`config.mk`:
```
export PLATFORM = sky130hd
export DESIGN_NAME = fifo_rd_stream_flat
export DESIGN_NICKNAME = d
export VERILOG_FILES = /design/src/rtl/fifo_rd_stream_if.sv /design/src/rtl/fifo_rd_stream.sv /design/src/flat_wrapper.sv
export SDC_FILE = /design/constraint.sdc
export NUM_CORES = 1
export LEC_CHECK = 0
export CAP_MARGIN = 20
export CORE_MARGIN = 2
export CORE_UTILIZATION = 53
export CTS_CLUSTER_SIZE = 30
export DETAILED_ROUTE_END_ITERATION = 16
export PLACE_DENSITY = 0.95
export SLEW_MARGIN = 15
export SYNTH_ARGS = -nofsm -noshare
export SYNTH_HDL_FRONTEND = slang
export SYNTH_SLANG_ARGS = --single-unit
```
`constraint.sdc`:
```
create_clock -name clk -period 3.85 [get_ports clk]
set_input_delay 0.9625 -clock clk [delete_from_list [all_inputs] [get_ports clk]]
set_output_delay 0.9625 -clock clk [all_outputs]
set_load 0.005 [all_outputs]
```
`src/rtl/fifo_rd_stream_if.sv`:
```
// Bundle of the FIFO read port, the downstream valid/ready stream and status outputs
// of fifo_rd_stream. The master modport is the adapter side, the slave modport is its environment.
interface fifo_rd_stream_if #(
  parameter int DATA_WIDTH = 32,
  parameter int CNT_WIDTH  = 32
);
  logic                  drain_en_i;
  logic                  fifo_empty_i;
  logic                  fifo_rden_o;
  logic [DATA_WIDTH-1:0] fifo_rdata_i;
  // Stream handshake: a beat transfers on every posedge where m_valid_o & m_ready_i;
  // m_valid_o never depends on m_ready_i and m_data_o holds while valid is stalled.
  logic                  m_valid_o;
  logic                  m_ready_i;
  logic [DATA_WIDTH-1:0] m_data_o;
  logic [CNT_WIDTH-1:0]  xfer_cnt_o;
  logic                  busy_o;
  logic [1:0]            occ_dbg;

  modport master (
    input  drain_en_i, fifo_empty_i, fifo_rdata_i, m_ready_i,
    output fifo_rden_o, m_valid_o, m_data_o, xfer_cnt_o, busy_o, occ_dbg
  );

  modport slave (
    output drain_en_i, fifo_empty_i, fifo_rdata_i, m_ready_i,
    input  fifo_rden_o, m_valid_o, m_data_o, xfer_cnt_o, busy_o, occ_dbg
  );
endinterface

```
`src/rtl/fifo_rd_stream.sv`:
```
// Read-side adapter: pops a synchronous FIFO (1-cycle read latency) into a 2-entry
// output buffer that feeds a valid/ready stream, and counts delivered beats.
module fifo_rd_stream #(
  parameter int DATA_WIDTH = 32,
  parameter int CNT_WIDTH  = 32
) (
  input  logic               clk,
  input  logic               rst_n,
  fifo_rd_stream_if.master   bus
);
  typedef enum logic [1:0] {
    OCC_EMPTY = 2'd0,
    OCC_ONE   = 2'd1,
    OCC_TWO   = 2'd2
  } occ_e;

  occ_e                  r_occ;
  occ_e                  w_occ_next;
  logic                  r_inflight;
  logic [DATA_WIDTH-1:0] r_head;
  logic [DATA_WIDTH-1:0] r_tail;
  logic [CNT_WIDTH-1:0]  r_cnt;
  logic                  w_pop;
  logic                  w_push;
  logic                  w_rden;
  logic [2:0]            w_level;

  // State register: occupancy plus the read-in-flight flag.
  always_ff @(posedge clk) begin
    if (!rst_n) begin
      r_occ      <= OCC_EMPTY;
      r_inflight <= 1'b0;
    end else begin
      r_occ      <= w_occ_next;
      r_inflight <= w_rden;
    end
  end

  // Next-state logic.
  always_comb begin
    w_pop      = (r_occ != OCC_EMPTY) & bus.m_ready_i;
    w_push     = r_inflight;
    w_occ_next = r_occ;
    unique case ({w_push, w_pop})
      2'b10: w_occ_next = (r_occ == OCC_EMPTY) ? OCC_ONE : OCC_TWO;
      2'b01: w_occ_next = (r_occ == OCC_TWO) ? OCC_ONE : OCC_EMPTY;
      default: w_occ_next = r_occ;
    endcase
  end

  // Outputs. Words already buffered or in flight, minus the one leaving now, must leave
  // room for the word this pop returns next cycle.
  always_comb begin
    w_level         = 3'(r_occ) + 3'(r_inflight) - 3'(w_pop);
    w_rden          = rst_n & bus.drain_en_i & ~bus.fifo_empty_i & (w_level < 3'd2);
    bus.fifo_rden_o = w_rden;
    bus.m_valid_o   = (r_occ != OCC_EMPTY);
    bus.m_data_o    = r_head;
    bus.xfer_cnt_o  = r_cnt;
    bus.busy_o      = (r_occ != OCC_EMPTY) | r_inflight;
    bus.occ_dbg     = r_occ;
  end

  // Buffer datapath: head is the stream output, tail only holds a word when full.
  always_ff @(posedge clk) begin
    if (!rst_n) begin
      r_head <= '0;
      r_tail <= '0;
      r_cnt  <= '0;
    end else begin
      if (w_pop) r_cnt <= r_cnt + 1'b1;
      unique case ({w_push, w_pop})
        2'b10: begin
          if (r_occ == OCC_EMPTY) r_head <= bus.fifo_rdata_i;
          else                    r_tail <= bus.fifo_rdata_i;
        end
        2'b01: begin
          if (r_occ == OCC_TWO) r_head <= r_tail;
        end
        2'b11: begin
          if (r_occ == OCC_TWO) begin
            r_head <= r_tail;
            r_tail <= bus.fifo_rdata_i;
          end else begin
            r_head <= bus.fifo_rdata_i;
          end
        end
        default: ;
      endcase
    end
  end
endmodule
```
`src/flat_wrapper.sv`:
```
// flat-port wrapper written by rule: the top's interface ports become plain ports
module fifo_rd_stream_flat 
#(
  parameter int DATA_WIDTH = 32,
  parameter int CNT_WIDTH  = 32
)
  (clk, rst_n, bus_drain_en_i, bus_fifo_empty_i, bus_fifo_rdata_i, bus_m_ready_i, bus_fifo_rden_o, bus_m_valid_o, bus_m_data_o, bus_xfer_cnt_o, bus_busy_o, bus_occ_dbg);
  fifo_rd_stream_if #(.DATA_WIDTH(DATA_WIDTH), .CNT_WIDTH(CNT_WIDTH)) bus_i ();
  input  logic clk;
  input  logic rst_n;
  input wire logic [$bits(bus_i.drain_en_i)-1:0] bus_drain_en_i;
  input wire logic [$bits(bus_i.fifo_empty_i)-1:0] bus_fifo_empty_i;
  input wire logic [$bits(bus_i.fifo_rdata_i)-1:0] bus_fifo_rdata_i;
  input wire logic [$bits(bus_i.m_ready_i)-1:0] bus_m_ready_i;
  output wire logic [$bits(bus_i.fifo_rden_o)-1:0] bus_fifo_rden_o;
  output wire logic [$bits(bus_i.m_valid_o)-1:0] bus_m_valid_o;
  output wire logic [$bits(bus_i.m_data_o)-1:0] bus_m_data_o;
  output wire logic [$bits(bus_i.xfer_cnt_o)-1:0] bus_xfer_cnt_o;
  output wire logic [$bits(bus_i.busy_o)-1:0] bus_busy_o;
  output wire logic [$bits(bus_i.occ_dbg)-1:0] bus_occ_dbg;
  assign bus_i.drain_en_i = bus_drain_en_i;
  assign bus_i.fifo_empty_i = bus_fifo_empty_i;
  assign bus_i.fifo_rdata_i = bus_fifo_rdata_i;
  assign bus_i.m_ready_i = bus_m_ready_i;
  assign bus_fifo_rden_o = bus_i.fifo_rden_o;
  assign bus_m_valid_o = bus_i.m_valid_o;
  assign bus_m_data_o = bus_i.m_data_o;
  assign bus_xfer_cnt_o = bus_i.xfer_cnt_o;
  assign bus_busy_o = bus_i.busy_o;
  assign bus_occ_dbg = bus_i.occ_dbg;
  fifo_rd_stream #(.DATA_WIDTH(DATA_WIDTH), .CNT_WIDTH(CNT_WIDTH)) u_core (.clk(clk), .rst_n(rst_n), .bus(bus_i));
endmodule
```
# Word level (Yosys, flattened, before mapping)
# Index checks and enable logic that the tools add are counted.
dict set report word_totals {
  out_inout_bits 69
  ff_bits 99
  elab_cells 40
}
dict set report classes {
  reduce_logical 7
  addsub 3
  bitwise_logic 6
  mux 10
  n_eq_ne 8
  order_cmp 1
}
# op count
set ops {}
lappend ops {{two-way mux 32 bit} 5}
lappend ops {{case mux 32 bit (3 select lines)} 1}
lappend ops {{case mux 32 bit (2 select lines)} 1}
lappend ops {{adder 32 x 1 -> 32 bit, second input constant} 1}
lappend ops {{equality test 2 bit, second input constant} 3}
lappend ops {{inequality test 2 x 1 -> 1 bit, second input constant} 3}
lappend ops {{AND reduction 3 bit} 2}
lappend ops {{nonzero test 2 bit} 3}
lappend ops {{AND 1 bit} 4}
lappend ops {{case mux 2 bit (2 select lines)} 1}
lappend ops {{adder 2 x 1 -> 3 bit} 1}
lappend ops {{< comparator 3 x 2 -> 1 bit, second input constant} 1}
lappend ops {{nonzero test 3 bit} 1}
lappend ops {{subtractor 3 x 1 -> 3 bit} 1}
lappend ops {{equality test 2 x 1 -> 1 bit, second input constant} 1}
lappend ops {{zero test 2 bit} 1}
lappend ops {{two-way mux 2 bit} 1}
lappend ops {{inequality test 2 bit, second input constant} 1}
lappend ops {{two-way mux 1 bit} 1}
lappend ops {{NOT 1 bit} 1}
lappend ops {{OR 1 bit} 1}

# Logic depth before layout (Yosys ltp)
dict set report depth {
  depth_word 5
  ltp_mapped 7
  depth_no_buf 6
}

# Least setup slack after synthesis
# No wires, ideal clock.
dict set report synth_path {
  path_type {input to output}
  from {input bus_m_ready_i}
  to {output bus_fifo_rden_o}
  arrival_time_ns 2.268
  stages 7
  path_buffers 1
  slack_ns 0.619
  required_time_ns 2.888
  cell_sequence {buf_4 > nand2_1 > nor2_1 > o21ai_0 > fa_1 > nand2_1 > nor4_1}
}
dict set report synth_via {
  elab_chain_len 4
}
# element line_no
set synth_rtl {}
lappend synth_rtl {{from (decl)} flat_wrapper.sv:14} ;# input wire logic [$bits(bus_i.m_ready_i)-1:0] bus_m_ready_i;
lappend synth_rtl {{AND 1 bit} fifo_rd_stream.sv:41} ;# w_pop = (r_occ != OCC_EMPTY) & bus.m_ready_i;
lappend synth_rtl {{subtractor 3 x 1 -> 3 bit} fifo_rd_stream.sv:54} ;# w_level = 3'(r_occ) + 3'(r_inflight) - 3'(w_pop);
lappend synth_rtl {{< comparator 3 x 2 -> 1 bit} fifo_rd_stream.sv:55} ;# w_rden = rst_n & bus.drain_en_i & ~bus.fifo_empty_i & (w_level < 3'd2);
lappend synth_rtl {{AND 1 bit} fifo_rd_stream.sv:55}
lappend synth_rtl {{to (decl)} flat_wrapper.sv:15} ;# output wire logic [$bits(bus_i.fifo_rden_o)-1:0] bus_fifo_rden_o;
# No other way between the ends.

# Worst setup path in the final report
# Ends and elaborated chain as after synthesis.

==> results by stage <==
Outcome:
- The run finished with clean final reports.

Power:
- The combinational share of power is 10.5%.
- The sequential fraction of design power is a little over half.
- In this run the power spent charging and discharging nets is slightly below 0.5 mW.
- In this run the static leakage power is 1.847 nW.
- Of the total power, the share spent switching nets is 24.95%.
- The worst supply voltage drop on vdd is around 0.2 mV.
- The power density over the cells is about 350 nW/µm².
- Cell internal power was estimated by the tool at about 1.5 mW.
- The portion of total power attributed to the clock network is around a third.

Routing:
- Using the TritonRoute via totals, the vias-per-cell ratio works out to about 6.
- Summed over all layers, the routed wires come to around 11 mm.
- The DRC marker count from the first detailed-route iteration is approximately 270.
- The detailed-router iteration count before antenna repair is 5.
- The detail route stage leaves a number of antenna-violating nets equal to 0.
- Detailed routing inserted a total of around 4,200 vias.
- The average wire length per cell after detail routing is about 15 µm.
- The DRC violation count after routing is 0.

Logic synthesis:
- The synthesized net count is between 500 and 600.
- Of all cell types, the one taking the most synthesized area is sky130_fd_sc_hd__dfxtp_1.
- The share of the Yosys chip area taken by registers is between 40% and 50%.
- The share of synthesized area in the top cell type comes to 46.17%.
- The Yosys warning count is 0.
- A synthesized cell averages approximately 8.1 µm².
- By area the synthesized netlist is led by sky130_fd_sc_hd__dfxtp_1 46%, sky130_fd_sc_hd__nand2_1 10%, sky130_fd_sc_hd__a311oi_1 6.7%.
- After synthesis, the netlist uses 37 different library cells.
- The total of flip-flops plus latches after synthesis is 99.
- Synthesis produced around 530 cells.
- The mapped netlist covers approximately 4300 µm².

Timing:
- The worst slew margin relative to its limit is 39.64%.
- The final critical-path share of the clock period is 96.81%.
- Setup violations remaining at the end of the flow were counted as 0.
- For the pin with the worst max-slew slack, the measured transition is roughly 0.9 ns.
- For this run, the top clock speed supported by timing is between 0.2 and 0.3 GHz.
- The minimum clock period is ~3.7 ns.
- On the final layout, the worst clock skew is between 0.01 and 0.015 ns.
- Hold is met by approximately 0.46 ns.
- The hold violation count in the final report is 0.
- After layout, the worst setup slack is about 0.12 ns.
- Setup repair after global routing left no endpoint under its margin.
- Adding up every negative setup slack in the final design gives 0 ns.
- The number of slew-limit violations in the final report was 0.

Clock tree:
- The clock sink total is between 90 and 100.
- The clock passes through at most 2 buffers.
- TritonCTS built the clock tree.
- The count of H-tree levels built during CTS is 3.
- The master cell of the clock root buffer is sky130_fd_sc_hd__clkbuf_8.
- The later pin in the worst-skew pair is clocked with a latency of approximately 0.36 ns.
- Clock-pin slew was measured on the worst setup and hold paths at about 0.1 ns.
- Once the clock tree was built, the setup fixing pass inserted 0 buffers.
- The number of buffers added by the clock tree synthesis step is 9.

Worst setup path:
- STA classifies the critical path endpoint as an output port.
- The peak fanout along the critical path is 3.
- The worst path buffer plus inverter count is 2.
- In this run the number of cells on the critical path is 8.
- The slowest stage of the critical path belongs to the cell sky130_fd_sc_hd__clkdlybuf4s50_1.
- The worst setup path is of the input pin to output port kind.
- The cell family with the largest share of critical-path delay is buffers and inverters.
- For the worst flop-to-flop path, the logic depth is 4.
- Walking the worst path, the cells encountered are clkdlybuf4s50_1 > nand2_1 > nor2_2 > o21ai_0 > fa_1 > nand2_1 > nor4_2 > buf_2.
- The data required time of the worst path is 2.89 ns.
- The worst setup path startpoint is bus_m_ready_i.
- In this design, the critical path's most frequently occurring cell is sky130_fd_sc_hd__nand2_1.
- STA classifies the critical path startpoint as an input pin.
- The source of the worst register-to-register timing path is u_core.bus.occ_dbg[0].
- The largest single stage delay on the critical path is 0.50 ns.
- For the worst setup path, the data arrival time is 2.76 ns.
- The slack of the worst reg-to-reg path is approximately 1.6 ns.

Job:
- Max-cap violations in this run came to 0.

Layout:
- The number of nets in the layout is 657.
- The number of inserted diodes is 0.
- Once layout is done, the placed cells without fillers occupy about 5600 µm².
- Measured on the finished design, the core utilization comes to 71.71%.
- The area occupied by multi-input gates is 2135 µm².
- Of the cells placed in the final design, the portion with a size suffix greater than 1 is 5.778%.
- The layout filler cell count is between 500 and 600.
- The register cell area after layout is between 1500 and 2000 µm².
- The post-synthesis to final-layout area growth is 30.43%.

Floorplan:
- The number of placement rows is 32.
- In this run the vertical extent of the chip is 94 µm.
- For this configuration, the core starts out at a cell density of 54.98%.
- In this run the horizontal extent of the chip is about 94 µm.
- The floorplan step defined a core boundary enclosing around 8000 µm².
- Pin placement for this block handled 106 I/O pins.
- The die area is ~8800 µm².

Worst hold path:
- The path category of the worst min-delay check is flip-flop to flip-flop.
- In this run the most critical hold path is launched from u_core.r_tail[12].
- The worst hold path passes through 2 cells.

Global routing:
- The number of global-route vias before repair is slightly below 4,000.
- The number of antenna violations at the first check in global routing is 0.
- The pin count of the biggest net entering global routing is 92.
- The wire length of the first global-routing pass is 17.51 mm.
- Global routing used roughly a quarter of the available tracks.
- Summed over all layers, the global routing overflow is 0.

Place:
- The cell area after placement is around 5400 µm².
- The count of buffers from port buffering is between 100 and 150.
- The post-detailed-placement half-perimeter wirelength is around 7.2 mm.
- The congestion estimate from routability-driven global placement came to 0.7906.
- Before CTS, the worst setup slack after placement is -0.3710 ns.
[cell families after synthesis]
| logic type | share of synthesized area, % |
|---|---|
| mux | 1.632 |
| flops | 46.17 |
| xor+xnor | 2.040 |
| compound gates | 16.79 |
| simple gates | 28.04 |
| fa+ha+maj | 0.7578 |
| buf+inv | 4.576 |
[routing by layer]
layer	track usage [%]	up-vias	share of wire (%)
met4	11.35	0	2.6
met1	29.76	1997	41
met2	42.38	162	51
met3	3.933	30	5.4
li1	-	2060	-
met5	0	-	0
[Yosys cell counts (all sizes together)]
cell and number:
buf 6, and2 3, ha 1, a311oi 33, nand2b 7, inv 5, nand4 11, dfxtp 99
o31ai 5, nor2 43, xnor2 5, xor2 5, o21a 1, nand3 42, clkbuf 36, o211ai 2
o21ai 13, o311ai 3, nand2 116, fa 1, o41ai 3, and4 6, or4b 1, mux2i 7
or2 2, nor2b 1, nor3 2, or4 6, nor4 6, a21oi 48, or3 11, and3 3
[worst reg2reg max path: cells and delay by family (launching register included)]
family / cells / cell delay [ns]
AOI/OAI and AO/OA: 2 / 0.30
DFF: 1 / 0.66
and+or+nand+nor: 2 / 1.25
[power groups by stage]
stage	clock, mW	sequential, mW	combinational [mW]
final	0.688	1.07	0.206
after CTS	0.700	1.07	0.207
after global placement	0	1.09	0.200
after global routing	0.742	1.08	0.225
after floorplan	0	1.09	0.0891
after detailed placement	0	1.10	0.205
[worst paths after layout]
check | to
setup / recovery | bus_fifo_rden_o
hold reg to reg | u_core.r_tail[12]
hold / removal | u_core.r_tail[12]
setup reg to reg | u_core.bus.xfer_cnt_o[26]
[stage by stage]
| stage | instances | total power [mW] |
|---|---|---|
| 3_5_place_dp | 709 | 1.301 |
| 3_3_place_gp | 708 | 1.294 |
| 5_1_grt | 725 | 2.044 |
| 4_1_cts | 725 | 1.978 |
| 2_1_floorplan | 533 | 1.182 |
| 6_report | 725 | 1.966 |
[cell type report]
cell class	count	share of cell area, %
clock buffer	9	2.212
clock inverter	7	1.430
inverter	5	0.3352
multi-input combinational	387	38.12
sequential	99	35.40
tap	102	2.279
timing repair buffer	116	20.22
[cell usage in the layout, fill, tap and decap left out, types with 7 or more instances in the layout]
cell type | synthesis | layout
sky130_fd_sc_hd__a21oi_1 | 48 | 48
sky130_fd_sc_hd__or3_1 | 11 | 11
sky130_fd_sc_hd__a311oi_1 | 33 | 33
sky130_fd_sc_hd__nand2_1 | 116 | 116
sky130_fd_sc_hd__clkbuf_8 | 0 | 9
sky130_fd_sc_hd__nand2b_1 | 7 | 7
sky130_fd_sc_hd__buf_4 | 1 | 10
sky130_fd_sc_hd__dfxtp_1 | 99 | 99
sky130_fd_sc_hd__nand3_1 | 42 | 42
sky130_fd_sc_hd__clkdlybuf4s50_1 | 0 | 104
sky130_fd_sc_hd__nand4_1 | 11 | 11
sky130_fd_sc_hd__nor2_1 | 43 | 42
sky130_fd_sc_hd__mux2i_1 | 7 | 7
sky130_fd_sc_hd__o21ai_0 | 12 | 12
[flip-flops by register name (all words and copies together) (netlist names)]
| signal | count |
|---|---|
| u_core.r_tail | 32 |
| u_core.bus.xfer_cnt_o | 32 |
| u_core.r_inflight | 1 |
| u_core.bus.m_data_o | 32 |
| u_core.bus.occ_dbg | 2 |
[what timing repair did]
action                                  CTS  global route
hold buffers                              0             0
gates cloned                              0             0
endpoints found under the hold margin     0             0
resized for setup                         5             1
endpoints found under the setup margin    1             1
pin swaps                                 1             1
Power figures use the tool's default switching activity.
